File: src/rtl/pio_multi_pkg.sv
// Shared constants and byte-enable merge helper for the multi-register parallel I/O port.
// Blink hardware is built only when PIO_MULTI_BLINK_EN is defined.
package pio_multi_pkg;

    localparam logic [1:0] ADDR_OUT   = 2'd0;
    localparam logic [1:0] ADDR_BLINK = 2'd1;
    localparam logic [1:0] ADDR_IN    = 2'd2;

    localparam int RATE_LSB = 16;
    localparam int RATE_W   = 5;

    // Byte k of the result comes from wdat where be[k]=1, otherwise from cur.
    function automatic logic [31:0] be_merge(input logic [31:0] cur,
                                             input logic [31:0] wdat,
                                             input logic [3:0]  be);
        logic [31:0] res;
        res = cur;
        for (int k = 0; k < 4; k++) begin
            if (be[k]) res[8*k +: 8] = wdat[8*k +: 8];
        end
        return res;
    endfunction

endpackage

File: src/rtl/pio_blink_gen.sv
// Free-running blink prescaler; phase inverts each time the low (s+1) prescaler bits are all ones.
// restart clears the prescaler and forces phase on, overriding a same-edge toggle.
module pio_blink_gen
    import pio_multi_pkg::*;
#(
    parameter int DIV_W = 24
) (
    input  logic              clk,
    input  logic              rst,
    input  logic              restart,
    input  logic [RATE_W-1:0] rate,
    output logic              phase
);

    logic [DIV_W-1:0]  prescaler;
    logic [DIV_W-1:0]  low_mask;
    logic [RATE_W-1:0] sel;
    logic              toggle;

    always_comb begin
        sel = rate;
        if (int'(rate) > DIV_W - 1) sel = RATE_W'(DIV_W - 1);
        low_mask = {DIV_W{1'b1}} >> (DIV_W - 1 - int'(sel));
    end

    assign toggle = &(prescaler | ~low_mask);

    always_ff @(negedge clk or negedge rst) begin
        if (!rst) begin
            prescaler <= '0;
            phase     <= 1'b1;
        end else if (restart) begin
            prescaler <= '0;
            phase     <= 1'b1;
        end else begin
            prescaler <= prescaler + 1'b1;
            if (toggle) phase <= ~phase;
        end
    end

endmodule

File: src/rtl/pio_multi.sv
// Parallel output port: packed {gpio, led, counter_set} word, blink control, synchronised GPIO input.
// Optional hardware blink is enabled by defining PIO_MULTI_BLINK_EN.
module pio_multi
    import pio_multi_pkg::*;
#(
    parameter int               LED_W   = 8,
    parameter int               CSET_W  = 2,
    parameter int               GPIO_W  = 22,
    parameter logic [LED_W-1:0] LED_RST = LED_W'(8'h2A),
    parameter int               DIV_W   = 24
) (
    input  logic              clk,
    input  logic              rst,
    input  logic              en,
    input  logic              we,
    input  logic [1:0]        addr,
    input  logic [3:0]        be,
    input  logic [31:0]       data_in,
    output logic [31:0]       data_out,
    input  logic [GPIO_W-1:0] gpio_in,
    output logic [CSET_W-1:0] counter_set,
    output logic [LED_W-1:0]  led_out,
    output logic [GPIO_W-1:0] gpio_out
);

    if (LED_W + CSET_W + GPIO_W != 32) begin : g_bad_width
        $error("pio_multi: LED_W+CSET_W+GPIO_W must equal 32");
    end

    // Bus protocol: en qualifies a transfer on the falling edge; we=1 writes the
    // byte-enabled lanes, we=0 loads data_out one edge later; idle or write holds data_out.
    logic              wr;
    logic              rd;
    logic [31:0]       out_q;
    logic [31:0]       blink_word;
    logic [31:0]       rd_word;
    logic [GPIO_W-1:0] sync1_q;
    logic [GPIO_W-1:0] sync2_q;
    logic [LED_W-1:0]  led;

    assign wr = en & we;
    assign rd = en & ~we;

    assign counter_set = out_q[CSET_W-1:0];
    assign led         = out_q[CSET_W +: LED_W];
    assign gpio_out    = out_q[CSET_W+LED_W +: GPIO_W];

    always_ff @(negedge clk or negedge rst) begin
        if (!rst) begin
            out_q   <= {{GPIO_W{1'b0}}, LED_RST, {CSET_W{1'b0}}};
            sync1_q <= '0;
            sync2_q <= '0;
        end else begin
            sync1_q <= gpio_in;
            sync2_q <= sync1_q;
            if (wr && addr == ADDR_OUT) out_q <= be_merge(out_q, data_in, be);
        end
    end

`ifdef PIO_MULTI_BLINK_EN
    logic [LED_W-1:0]  blink_mask;
    logic [LED_W-1:0]  mask_nxt;
    logic [RATE_W-1:0] rate;
    logic [RATE_W-1:0] rate_nxt;
    logic              restart;
    logic              phase;

    assign blink_word = 32'(blink_mask) | (32'(rate) << RATE_LSB);

    always_comb begin
        mask_nxt = blink_mask;
        for (int i = 0; i < LED_W; i++) begin
            if (be[i/8]) mask_nxt[i] = data_in[i];
        end
        rate_nxt = be[RATE_LSB/8] ? data_in[RATE_LSB +: RATE_W] : rate;
    end

    // Writing the rate byte restarts the blink cycle from the on phase.
    assign restart = wr && (addr == ADDR_BLINK) && be[RATE_LSB/8];

    always_ff @(negedge clk or negedge rst) begin
        if (!rst) begin
            blink_mask <= '0;
            rate       <= '0;
        end else if (wr && addr == ADDR_BLINK) begin
            blink_mask <= mask_nxt;
            rate       <= rate_nxt;
        end
    end

    pio_blink_gen #(
        .DIV_W(DIV_W)
    ) u_blink (
        .clk    (clk),
        .rst    (rst),
        .restart(restart),
        .rate   (rate),
        .phase  (phase)
    );

    assign led_out = led & (~blink_mask | {LED_W{phase}});
`else
    assign blink_word = '0;
    assign led_out    = led;
`endif

    always_comb begin
        rd_word = '0;
        case (addr)
            ADDR_OUT:   rd_word = out_q;
            ADDR_BLINK: rd_word = blink_word;
            ADDR_IN:    rd_word = 32'(sync2_q);
            default:    rd_word = '0;
        endcase
    end

    always_ff @(negedge clk or negedge rst) begin
        if (!rst)    data_out <= '0;
        else if (rd) data_out <= rd_word;
    end

endmodule

File: config.mk
export PLATFORM = sky130hd
export DESIGN_NAME = pio_multi
export DESIGN_NICKNAME = d
export VERILOG_FILES = /design/src/rtl/pio_multi_pkg.sv /design/src/rtl/pio_blink_gen.sv /design/src/rtl/pio_multi.sv
export SDC_FILE = /design/constraint.sdc
export NUM_CORES = 1
export LEC_CHECK = 0
export ABC_AREA = 1
export BUFFER_PORTS_ARGS = -buffer_cell sky130_fd_sc_hd__buf_2
export CORE_MARGIN = 5
export CORE_UTILIZATION = 48
export DETAILED_ROUTE_END_ITERATION = 6
export GPL_TIMING_DRIVEN = 1
export PLACE_DENSITY = 0.76
export SYNTH_ARGS = -nofsm -noshare
export SYNTH_HDL_FRONTEND = slang
export SYNTH_SLANG_ARGS = --single-unit
File: constraint.sdc
create_clock -name clk -period 1 [get_ports clk]
set_clock_uncertainty 0.1 [all_clocks]
set_input_delay 0.1 -clock clk [delete_from_list [all_inputs] [get_ports clk]]
set_output_delay 0.1 -clock clk [all_outputs]
set_load 0.05 [all_outputs]
Word-level counts from Yosys, hierarchy flattened
Cells that the tools add are included.

storage, ports and cells
  output and inout bits = 64
  word-level logic and storage cells = 18
  bits of input ports = 64
  register bits after elaboration = 108

cells by class
  multiplexer cells = 1
  reduce and logical (&&, ||, !) cells = 6
  bitwise operators = 3
  equal/unequal tests = 1

operators by type and width
  kind                count
  $pmux 32 s2         1
  $reduce_and 2->1    4
  $and 1x1->1         2
  $eq 2x2->1 const B  1
  $logic_not 2->1     1
  $logic_and 1x1->1   1
  $not 1->1           1

Logic depth before layout (Yosys ltp)
Gate-level depths: netlist of the first run.

  word-level depth = 3
  gate-level depth with buffers = 6
  depth with buffers taken out = 5

==> flow_summary.toml, run 1 <==
[pwr]
ir_drop_mv = 1.23
power_frac_comb_pct = 37.2
p_leak_nw = 3.54
seqPwrFrac_pct = 42.2
switching_power_mw = 4.73
p_total_mw = 12.6
switching_share_pct = 37.5
power_frac_clock_pct = 20.5
p_int_mw = 7.89
powerDensity_nw_per_um2 = 1880

[floorplanning]
rows = 33
core-area_um2 = 8180
pin_count = 128
chipWidth_um = 101
die_h_um = 101
die-area_um2 = 10200
floorplan.initialDensity_pct = 48.8

[place]
place_area_um2 = 5240
place.gp.congestion = 0.889
hpwl_um = 7630
port_buffers = 127
place_ws_ps = -644

[sta]
finalSetupViolCount = 128
rsz0062_at_grt = "yes"
finalSetupTns_ps = -57060
hold_ws_ps = 67.6
hold_viol = 0
setup_ws_ps = -790
maxSlewViolCount = 0
tightestPinTransition_ps = 234
relSlewSlack_pct = 84.4

[global_routing]
grt_busiest_layer = "met2"
grt.met3_usage_pct = 5.85
antenna_found_initial = 0
gr-usage-met1_pct = 31.9
first_global_vias = 3839
grt_max_degree = 46
grt_overflow = 0
track_usage_pct = 25.2
met2_usage_pct = 41.6
grt_pass1_wl_um = 19600

[job]
max_cap_violations = 0

[routing]
antenna_left = 0
wirelength_um = 13900
vias = 3937
drtIter0Drc = 213
firstDrtPassIters = 5
drc_errors = 0
vias_per_cell = 5.42
wl_per_cell_um = 19.2

[synth]
synth_area_leaders = "dfrtn_1 (66%), nand2_1 (18%), nand4_1 (5.0%), nand3_1 (4.3%), dfstp_2 (2.0%)"
syn_inst = 402
ys_seq_area_share_pct = 67.8
yosys-top-cells-count = "nand2_1 (195), dfrtn_1 (105), nand3_1 (34), nand4_1 (32), buf_2 (10)"
synth.distinct_cells = 14
synth_nets = 466
synth.yosys.warnings = 0
syn-cell-area_um2 = 3990
netlist.area_leader.share_pct = 65.9
syn_area_per_cell_um2 = 9.93
synth_top_cell_by_area = "dfrtn_1"
synth-seq-cells = 108
synth_edf_count = 0
synth_most_common_cell = "nand2_1"
synth_ff_type = "dfrtn_1"
async_flop_share_pct = 100

[setup_path]
worstPathCellList = "buf_8"
arrival_ps = 1590
r2r_end = "data_out[11]"
cp.required_ps = 800
critPathSlowestCell = "dfstp_2"
worstSetupEndpointType = "output pin"
cp-start-kind = "flop"
ff2ff_path_depth = 6
cp_top_family = "flip-flops"
r2r_start = "out_q[11]"
crit_path_max_fanout = 2
critPathKind = "flop to output pin"
cp_num_buf_inv = 1
regToRegSetupSlack_ps = -130
slowest_delay_ps = 550
cp-startpoint = "out_q[5]"

[cells_and_area]
num-fill-cells = 432
post-route-cell-area_um2 = 6710
area_growth_pct = 68.2
drive_above_1_share_pct = 55.1
diodes = 0
nNetsFinal = 681

[cts]
clock_path_buffers = 2
clk_latency_ps = 400
cts-htree-levels = 3
cts_tree = "done"
cts_buffers = 9
clk_pin_slew_ps = 60
clock-root-buffer = "clkbuf_8"
cts.sinks = 108

[run_status]
violations = "setup timing"
outcome = "complete, but fails checks"

[min_path]
hold_path.class = "primary input to asynchronous set/reset pin"
[layout by cell type, fill, tap and decap left out, drive strengths merged]
cell type,count
inv,9
buf,226
dfrtn,105
nor2,2
clkbuf,10
nand4,32
clkinv,3
dfstp,3
nand2,195
nand3,36
clkinvlp,1
[kinds of logic (layout without fill, tap and decap cells)]
| logic type | Yosys count | after routing | synth area share [%] |
|---|---|---|---|
| AND/OR/NAND/NOR | 265 | 265 | 28.6 |
| flip-flops | 108 | 108 | 67.8 |
| buffers and inverters | 29 | 249 | 3.61 |
[power groups by stage]
| stage | clock (mW) | combinational, mW | sequential (mW) |
|---|---|---|---|
| after floorplan | 0.0250 | 0.560 | 6.70 |
| after global placement | 0.0250 | 3.31 | 5.27 |
| after detailed placement | 0.0250 | 3.37 | 5.29 |
| after CTS | 2.58 | 4.28 | 5.32 |
| after global routing | 2.81 | 4.90 | 5.37 |
| final | 2.59 | 4.70 | 5.33 |
[layout make-up]
cell class | instances | area, um2 | area share, %
well taps | 105 | 131 | 1.96
inverters | 4 | 32.5 | 0.485
clock inverters | 9 | 57.6 | 0.857
repair buffers | 226 | 2180 | 32.5
flip-flops and latches | 108 | 2710 | 40.3
multi-input cells | 265 | 1470 | 21.8
clock buffers | 10 | 138 | 2.05
[flip-flops by register name, summed over array words and instances (netlist names)]
register	count
out_q	32
sync1_q	22
data_out	32
sync2_q	22
[per-stage QoR]
step | instances | util [%]
finish | 727 | 82.1
global route | 727 | 82.1
CTS | 708 | 79.3
detailed placement | 667 | 64.0
global placement | 667 | 64.0
floorplan | 402 | -
[per-layer routing]
metal	wire, um	part of all wire [%]
met5	0	0
met1	5210	37
met4	638	4.6
met3	992	7.1
met2	7110	51
[worst max path at each step]
stage,end,slack (ps),cells after the start
finish,led_out[3],-790,1
global route,led_out[5],-840,1
floorplan,gpio_out[12],-380,0
CTS,led_out[1],-790,1
global placement,out_q[28],-600,6
detailed placement,out_q[24],-640,6
[timing repair]
action / 4_1_cts / 5_1_grt
resized for setup: 228 / 48
pin swaps: 43 / 10
buffers inserted: 14 / 24
hold buffers: 0 / 0
gates cloned: 9 / 0
setup endpoints to repair: 128 / 128
(Power assumes the default switching activity.)
==> run 2, diff against run 1 <==
--- a/config.mk
+++ b/config.mk
@@ -7,11 +7,14 @@
 export LEC_CHECK = 0
 export ABC_AREA = 1
 export BUFFER_PORTS_ARGS = -buffer_cell sky130_fd_sc_hd__buf_2
+export CELL_PAD_IN_SITES_DETAIL_PLACEMENT = 0
+export CELL_PAD_IN_SITES_GLOBAL_PLACEMENT = 1
 export CORE_MARGIN = 5
-export CORE_UTILIZATION = 48
+export CORE_UTILIZATION = 37
 export DETAILED_ROUTE_END_ITERATION = 6
 export GPL_TIMING_DRIVEN = 1
-export PLACE_DENSITY = 0.76
+export PLACE_DENSITY_LB_ADDON = 0.1
+export SLEW_MARGIN = 20
 export SYNTH_ARGS = -nofsm -noshare
 export SYNTH_HDL_FRONTEND = slang
 export SYNTH_SLANG_ARGS = --single-unit
==> run 2 against run 1 <==
The run still ends with setup timing left. Register-to-register slack improved by 40 ps. Global-route usage is 5.7 points lower. Sequential power about the same. Worst setup slack got worse by 8.5 ps. Largest cell class unchanged. Clock power up 19%. First-iteration DRC count decreased by 19%. Largest power group unchanged. Combinational power decreased by 1%. Critical path type unchanged. Utilization decreased by 16 points. Die area up 27%. Hold slack better by 23 ps.
==> flow_summary.toml, run 2 (same netlist as run 1, synthesis figures left out) <==
[cells_and_area]
seqCellArea_um2 = 2710
layout_commonest_cell = "dfrtn_1"
layout_common_cells = "dfrtn_1 (105), nand2_1 (100), buf_4 (73), nand2_2 (70), buf_6 (70)"
drive_above_1_share_pct = 57.7
num-fill-cells = 887
stdcell_count = 774
post-route-cell-area_um2 = 7120
area_growth_pct = 78.5
multi_input_area_um2 = 1600
diodes = 0
largestRegisters = "data_out x32, out_q x32"
nNetsFinal = 693

[place]
place_area_um2 = 5360
hpwl_um = 7640
dp_cells = 708
place_ws_ps = -632
place.gp.congestion = 0.764
port_buffers = 127

[setup_path]
critPathSlowestCell = "dfstp_2"
worstSetupEndpointType = "output pin"
ff2ff_path_depth = 6
cp_top_family = "flip-flops"
slowest_delay_ps = 550
cp-start-kind = "flop"
cp.required_ps = 800
worstPathCellList = "buf_8"
crit_path_max_fanout = 2
regToRegSetupSlack_ps = -90
arrival_ps = 1600
r2r_start = "out_q[0]"
cp_num_buf_inv = 1
r2r_end = "data_out[0]"
critPathKind = "flop to output pin"

[global_routing]
antenna_found_initial = 0
first_global_vias = 3691
grt_pass1_wl_um = 19600
grt_max_degree = 39
grt_overflow = 0
track_usage_pct = 19.5

[sta]
relSlewSlack_pct = 85.7
rsz0062_at_grt = "yes"
tightestPinTransition_ps = 215
hold_viol = 0
setup_ws_ps = -799
maxSlewViolCount = 0
finalSetupViolCount = 128

[cts]
clock_path_buffers = 2
clk_latency_ps = 400
cts_buffers = 9
clock-root-buffer = "clkbuf_8"
clk_pin_slew_ps = 80
cts.sinks = 108
cts_tree = "done"
cts-htree-levels = 3

[routing]
vias = 3624
drtIter0Drc = 173
antenna_left = 0
drc_errors = 0
wirelength_um = 12600
vias_per_cell = 4.68
wl_per_cell_um = 16.3
firstDrtPassIters = 4

[run_status]
violations = "setup timing"
outcome = "complete, but fails checks"

[pwr]
powerDensity_nw_per_um2 = 1830
p_leak_nw = 3.73
ir_drop_mv = 0.988

[floorplanning]
core-area_um2 = 10700
rows = 38
die_h_um = 114
floorplan.initialDensity_pct = 37.3
chipWidth_um = 114
die-area_um2 = 13000
pin_count = 128

[min_path]
hold_path.class = "primary input to asynchronous set/reset pin"

[job]
max_cap_violations = 0
run 2: cell types whose count changed in the layout (fill, tap and decap cells not counted), sizes merged:
cell and change:
buf +8, bufinv +1, clkbuf +3, dlygate4sd3 +1
inv -1
run 2: final cells by class:
class                   instances  share of cell area (%)
well taps                     140                    2.46
repair inverters                1                   0.105
flip-flops and latches        108                    38.0
clock buffers                  11                    2.44
clock inverters                 8                    1.04
inverters                       4                   0.527
multi-input cells             265                    22.5
repair buffers                237                    33.0
run 2: timing repair:
| action | CTS | global route |
|---|---|---|
| setup buffers | 20 | 21 |
| gates resized for setup | 205 | 99 |
| hold endpoints to repair | 1 | 0 |
| gates cloned | 9 | 3 |
| hold buffers | 1 | 0 |
| endpoints found under the setup margin | 128 | 128 |
| pin swaps | 37 | 23 |
run 2: report_power, final:
| part | leakage (nW) | switching [mW] | total [mW] | internal (mW) |
|---|---|---|---|---|
| clock | 0.137 | 1.59 | 3.09 | 1.50 |
| combinational | 2.25 | 2.64 | 4.64 | 2.00 |
| sequential | 1.34 | 0.390 | 5.32 | 4.93 |
run 2: metal layers:
metal / global-route usage (%) / vias to the layer above / routed length (um)
met5: 0 / - / 0
met4: 5.70 / 0 / 167
met3: 3.93 / 11 / 513
met2: 33.0 / 90 / 6440
met1: 25.5 / 1765 / 5480
li1: - / 1758 / -
run 2: through the flow:
step           util, %  total power [mW]  hold slack (ps)  setup TNS (ps)
2_1_floorplan        -              7.29             95.8          -44690
3_3_place_gp      50.1              8.67              192          -57850
3_5_place_dp      50.1              8.70              195          -58780
4_1_cts           62.6              12.8             85.1          -55440
5_1_grt           66.6              13.6              101          -60680
6_report          66.6              13.1             90.8          -57260
run 2: worst max-delay path by stage:
stage / from / endpoint / slack (ps) / cells past startpoint
after floorplan: out_q[22] / gpio_out[12] / -380 / 0
after global placement: addr[1] / out_q[22] / -610 / 6
after detailed placement: addr[1] / out_q[23] / -630 / 6
after CTS: out_q[5] / led_out[3] / -830 / 1
after global routing: out_q[5] / led_out[3] / -850 / 1
final: out_q[5] / led_out[3] / -800 / 1
